### config.mk
export PLATFORM = sky130hd
export DESIGN_NAME = recorder_ctrl_fsm_flat
export DESIGN_NICKNAME = d
export VERILOG_FILES = /design/src/rtl/recorder_ctrl_fsm_if.sv /design/src/rtl/recorder_ctrl_fsm.sv /design/src/flat_wrapper.sv
export SDC_FILE = /design/constraint.sdc
export NUM_CORES = 1
export LEC_CHECK = 0
export ABC_AREA = 1
export CORE_AREA = 2 2 89 91
export DETAILED_ROUTE_END_ITERATION = 7
export DIE_AREA = 0 0 91 93
export PLACE_DENSITY_LB_ADDON = 0.25
export SYNTH_ARGS = -nofsm -noshare
export SYNTH_HDL_FRONTEND = slang
export SYNTH_SLANG_ARGS = --single-unit
### constraint.sdc
create_clock -name clk -period 3.3 [get_ports clk]
set_input_delay 0.495 -clock clk [delete_from_list [all_inputs] [get_ports clk]]
set_output_delay 0.495 -clock clk [all_outputs]
set_load 0.005 [all_outputs]
### src/rtl/recorder_ctrl_fsm_if.sv
// Sample-memory bus between the transport controller and the sample RAM.
// The controller drives the bus through the master modport; the RAM observes it through slave.
interface recorder_ctrl_fsm_if #(
  parameter int ADDR_W = 16
) ();
  logic [ADDR_W-1:0] mem_addr;
  logic              mem_we;
  logic              mem_re;

  modport master (output mem_addr, output mem_we, output mem_re);
  modport slave  (input  mem_addr, input  mem_we, input  mem_re);
endinterface

### src/rtl/recorder_ctrl_fsm.sv
// Transport controller for the sound recorder: turns the PLAY/REC/STOP buttons into the
// recorder state, and paces sample-memory writes and reads with the audio sample tick.
module recorder_ctrl_fsm #(
  parameter int ADDR_W = 16
) (
  input  logic                clk,
  input  logic                rst,
  input  logic                btn_play,
  input  logic                btn_rec,
  input  logic                btn_stop,
  input  logic                sample_tick,
  output logic [1:0]          state,
  recorder_ctrl_fsm_if.master mem,
  output logic [ADDR_W:0]     rec_len,
  output logic                play_done,
  output logic                full
);

  typedef enum logic [1:0] {
    ST_STOP = 2'b00,
    ST_REC  = 2'b10,
    ST_PLAY = 2'b11
  } state_t;

  localparam logic [ADDR_W:0] PTR_ONE  = {{ADDR_W{1'b0}}, 1'b1};
  localparam logic [ADDR_W:0] PTR_LAST = {1'b0, {ADDR_W{1'b1}}};

  state_t            state_q, state_d;
  logic [ADDR_W:0]   ptr_q, ptr_d;
  logic [ADDR_W:0]   len_q, len_d;
  logic [ADDR_W-1:0] addr_q, addr_d;
  logic              we_q, we_d;
  logic              re_q, re_d;
  logic              done_q, done_d;
  logic              full_q, full_d;

  logic [2:0] play_sync, rec_sync, stop_sync;
  logic       press_play, press_rec, press_stop;

  // Bit 0 is the metastability flop; a press is the rising edge seen between bits 1 and 2.
  assign press_play = play_sync[1] & ~play_sync[2];
  assign press_rec  = rec_sync[1]  & ~rec_sync[2];
  assign press_stop = stop_sync[1] & ~stop_sync[2];

  always_ff @(posedge clk) begin
    if (rst) begin
      play_sync <= '0;
      rec_sync  <= '0;
      stop_sync <= '0;
      state_q   <= ST_STOP;
      ptr_q     <= '0;
      len_q     <= '0;
      addr_q    <= '0;
      we_q      <= 1'b0;
      re_q      <= 1'b0;
      done_q    <= 1'b0;
      full_q    <= 1'b0;
    end else begin
      play_sync <= {play_sync[1:0], btn_play};
      rec_sync  <= {rec_sync[1:0],  btn_rec};
      stop_sync <= {stop_sync[1:0], btn_stop};
      state_q   <= state_d;
      ptr_q     <= ptr_d;
      len_q     <= len_d;
      addr_q    <= addr_d;
      we_q      <= we_d;
      re_q      <= re_d;
      done_q    <= done_d;
      full_q    <= full_d;
    end
  end

  // Stop outranks record, which outranks play; a button action also pre-empts a same-cycle tick.
  always_comb begin
    state_d = state_q;
    ptr_d   = ptr_q;
    len_d   = len_q;
    addr_d  = addr_q;
    we_d    = 1'b0;
    re_d    = 1'b0;
    done_d  = 1'b0;
    full_d  = 1'b0;

    case (state_q)
      ST_STOP: begin
        if (press_stop) begin
          state_d = ST_STOP;
        end else if (press_rec) begin
          state_d = ST_REC;
          ptr_d   = '0;
          len_d   = '0;
        end else if (press_play && (len_q != '0)) begin
          state_d = ST_PLAY;
          ptr_d   = '0;
        end
      end

      ST_REC: begin
        if (press_stop) begin
          state_d = ST_STOP;
        end else if (sample_tick) begin
          we_d   = 1'b1;
          addr_d = ptr_q[ADDR_W-1:0];
          ptr_d  = ptr_q + PTR_ONE;
          len_d  = ptr_q + PTR_ONE;
          if (ptr_q == PTR_LAST) begin
            state_d = ST_STOP;
            full_d  = 1'b1;
          end
        end
      end

      ST_PLAY: begin
        if (press_stop) begin
          state_d = ST_STOP;
        end else if (press_rec) begin
          state_d = ST_REC;
          ptr_d   = '0;
          len_d   = '0;
        end else if (sample_tick) begin
          re_d   = 1'b1;
          addr_d = ptr_q[ADDR_W-1:0];
          ptr_d  = ptr_q + PTR_ONE;
          if (ptr_q == (len_q - PTR_ONE)) begin
            state_d = ST_STOP;
            done_d  = 1'b1;
          end
        end
      end

      default: begin
        state_d = ST_STOP;
        ptr_d   = '0;
      end
    endcase
  end

  assign state        = state_q;
  assign mem.mem_addr = addr_q;
  assign mem.mem_we   = we_q;
  assign mem.mem_re   = re_q;
  assign rec_len      = len_q;
  assign play_done    = done_q;
  assign full         = full_q;

endmodule

### src/flat_wrapper.sv
// flat-port wrapper written by rule: the top's interface ports become plain ports
module recorder_ctrl_fsm_flat 
#(
  parameter int ADDR_W = 16
)
  (clk, rst, btn_play, btn_rec, btn_stop, sample_tick, state, rec_len, play_done, full, mem_mem_addr, mem_mem_we, mem_mem_re);
  recorder_ctrl_fsm_if #(.ADDR_W(ADDR_W)) mem_i ();
  input  logic clk;
  input  logic rst;
  input  logic btn_play;
  input  logic btn_rec;
  input  logic btn_stop;
  input  logic sample_tick;
  output logic [1:0] state;
  output logic [ADDR_W:0] rec_len;
  output logic play_done;
  output logic full;
  output wire logic [$bits(mem_i.mem_addr)-1:0] mem_mem_addr;
  output wire logic [$bits(mem_i.mem_we)-1:0] mem_mem_we;
  output wire logic [$bits(mem_i.mem_re)-1:0] mem_mem_re;
  assign mem_mem_addr = mem_i.mem_addr;
  assign mem_mem_we = mem_i.mem_we;
  assign mem_mem_re = mem_i.mem_re;
  recorder_ctrl_fsm #(.ADDR_W(ADDR_W)) u_core (.clk(clk), .rst(rst), .btn_play(btn_play), .btn_rec(btn_rec), .btn_stop(btn_stop), .sample_tick(sample_tick), .state(state), .mem(mem_i), .rec_len(rec_len), .play_done(play_done), .full(full));
endmodule
==> flow_metrics.tcl <==
set metrics [dict create \
    status "complete, no violations" \
    grt_antenna_before_repair 0 \
    ctsHoldBuffers 0 \
    crit_path_cell_trace "ha_1 > nand4_2 > nor2_2 > nand2_2 > nor3_4 > nand4_1 > nor3_1 > ha_1 > o211ai_1 > nand2_1 > nand3_1 > nand2_1 > nor2_1" \
    period_minus_slack_ns 2.41 \
    crit_required_ns 3.54 \
    postCtsSetupRepairBufs 0 \
    dr.pass1.iters 5 \
    clk-insertion-delay-late_ns 0.34 \
    htree_num_levels 3 \
    synthTopCellsByCount "nand2_1 (111), dfxtp_1 (65), inv_1 (58)" \
    num_antenna_cells 0 \
    post-synth-top-count-cell "nand2_1" \
    vias_per_cell 5.12 \
    drv_cap 0 \
    fp.dieH_um 93 \
    holdWs_ns 0.405 \
    cts_resized 0 \
    hp-start "u_core.play_sync[0]" \
    fin_cells 665 \
    drive_above_1_share_pct 10.3 \
    critPathMaxStageDelay_ns 0.39 \
    synth_edf_count 0 \
    end_kind "register" \
    synth_seq_area_share_pct 35.8 \
    area_growth_pct 19.2 \
    hold_path.class "register to register" \
    yosys_warnings 0 \
    endpoint "u_core.state[1]" \
    nets 571 \
    hpwlAfterDp_mm 6.87 \
    maxSlewViolCount 0 \
    clockBufferDepth 2 \
    grt_setup_unrepaired "no" \
    numCtsBuffers 9 \
    tritoncts "done" \
    wl_per_cell_um 13.3 \
    port_buffers 44 \
    die_w_um 91 \
    rows 32 \
    leakage_uw 0.00189 \
    cts_num_sinks 65 \
    num_io_pins 45 \
    vias 3406 \
    yosys.area.top_type "dfxtp_1" \
    fillCellCount 743 \
    route.detailed.drc 0 \
    critPathSlowestCell "dfxtp_1" \
    start_util_pct 48.3 \
    vdd_drop_max_uv 403 \
    synthesis.area_mm2 0.00363 \
    reg2reg_slack_ns 0.89 \
    synthCells 516 \
    reg2reg_depth 13 \
    rr_startpoint "u_core.ptr_q[1]" \
    crit_path_start "u_core.ptr_q[1]" \
    r2r-end "u_core.state[1]" \
    yosysTopAreaCellShare_pct 35.8 \
    postSynthAreaPerCell_um2 7.04 \
    synthArstFlopShare_pct 0 \
    cp.arrival_ns 2.65 \
    start_kind "register" \
    critPathKind "register to register" \
    postRouteAntennaNets 0 \
    ys.flop_type "dfxtp_1" \
    clock_skew_ns 0.00595 \
    ys_ff_latch 65 \
    path_clk_slew_ns 0.07 \
    drtIter0Drc 164 \
    synth_cell_types 43 \
    path_max_fanout 4 \
    dp.cells 649 \
    pwr_density_cell_mw_per_mm2 931 \
    grt_pass1_vias 3132 \
    design.die.area_mm2 0.00846 \
    grt_max_degree 34 \
    synth_area_leaders "dfxtp_1 (36%), nand2_1 (11%), a21oi_1 (7.0%)" \
    period_share_pct 73.0 \
    overflow 0 \
    grt_pass1_wl_mm 15.1 \
    grt_use_total_pct 22.1 \
    synth_fp_nets 529 \
    maxClockFrequency_ghz 0.415 \
    coreArea_mm2 0.00753 \
    max_slew.worst_pin.slew_ns 0.738 \
    relSlewSlack_pct 50.8 \
    routed_wl_mm 8.82 \
    setup_viol 0 \
    final.setup.tns_ns 0 \
    hold_viol_final 0 \
    cts-root-buf "clkbuf_8" \
    place.gp.congestion 0.871 \
]
==> how the worst min path moves through the flow <==
stage / endpoint / cells after the start
6_report: u_core.play_sync[1] / 2
5_1_grt: u_core.stop_sync[1] / 2
3_3_place_gp: u_core.rec_sync[1] / 2
3_5_place_dp: u_core.play_sync[1] / 2
4_1_cts: u_core.play_sync[1] / 2
2_1_floorplan: u_core.play_sync[1] / 2
==> cell families after synthesis <==
group,after synthesis,synth area share [%]
xor gates and xnor gates,24,6.16
and+or+nand+nor,236,31.2
adders and majority gates,7,2.41
buffers and inverters,82,8.95
AOI/OAI and AO/OA,102,15.5
DFF,65,35.8
==> cell type report <==
cell class	count	area (µm²)	area share, %
Sequential cell	65	1300	30.0
Multi-Input combinational cell	369	2010	46.3
Inverter	66	250	5.78
Clock buffer	11	151	3.50
Tap cell	102	128	2.95
Clock inverter	5	30.0	0.693
Timing Repair Buffer	47	463	10.7
==> routing by layer <==
layer | global-route usage, % | part of all wire (%)
met5 | 0 | 0
met4 | 7.32 | 1.3
met3 | 3.63 | 5.6
met2 | 34.6 | 44
met1 | 31.1 | 49
==> worst max-delay path: cells and delay by family, from the launching register on <==
family / cells / cell delay [ns]
simple gates: 10 / 1.37
flops: 1 / 0.39
fa+ha+maj: 2 / 0.48
compound gates: 1 / 0.09
==> where the power goes <==
| part | switching (µW) | total [µW] | internal (µW) |
|---|---|---|---|
| clock network | 296 | 605 | 309 |
| logic | 1360 | 2230 | 868 |
| registers | 228 | 1190 | 967 |
==> stage by stage <==
step	power, µW	utilization (%)	setup WS, ns	cell area, µm²
after floorplan	2840	-	1.29	3630
after global placement	3400	55.1	0.789	4150
after detailed placement	3440	55.1	0.731	4150
after CTS	4050	57.5	0.887	4330
after global routing	4410	57.5	0.681	4330
final	4030	57.5	0.890	4330
==> sequential cells by signal (all words and copies together) (netlist names) <==
register,count
u_core.mem.mem_we,1
u_core.ptr_q,17
u_core.stop_sync,3
u_core.rec_sync,3
u_core.mem.mem_addr,16
u_core.state,2
u_core.play_done,1
u_core.mem.mem_re,1
u_core.rec_len,17
u_core.full,1
u_core.play_sync,3
==> cell usage in the layout, fill, tap and decap left out, types with 5 or more instances in the layout <==
cell,n
ha_1,7
nand2_1,111
nor2_1,56
nor2_2,10
nand3_1,19
nor3_1,5
or2_0,5
inv_2,7
clkbuf_8,11
xor2_1,19
inv_1,58
clkdlybuf4s50_1,44
o21ai_1,5
o21ai_0,33
dfxtp_1,65
a21oi_1,51
Power figures use the tool's default switching activity.
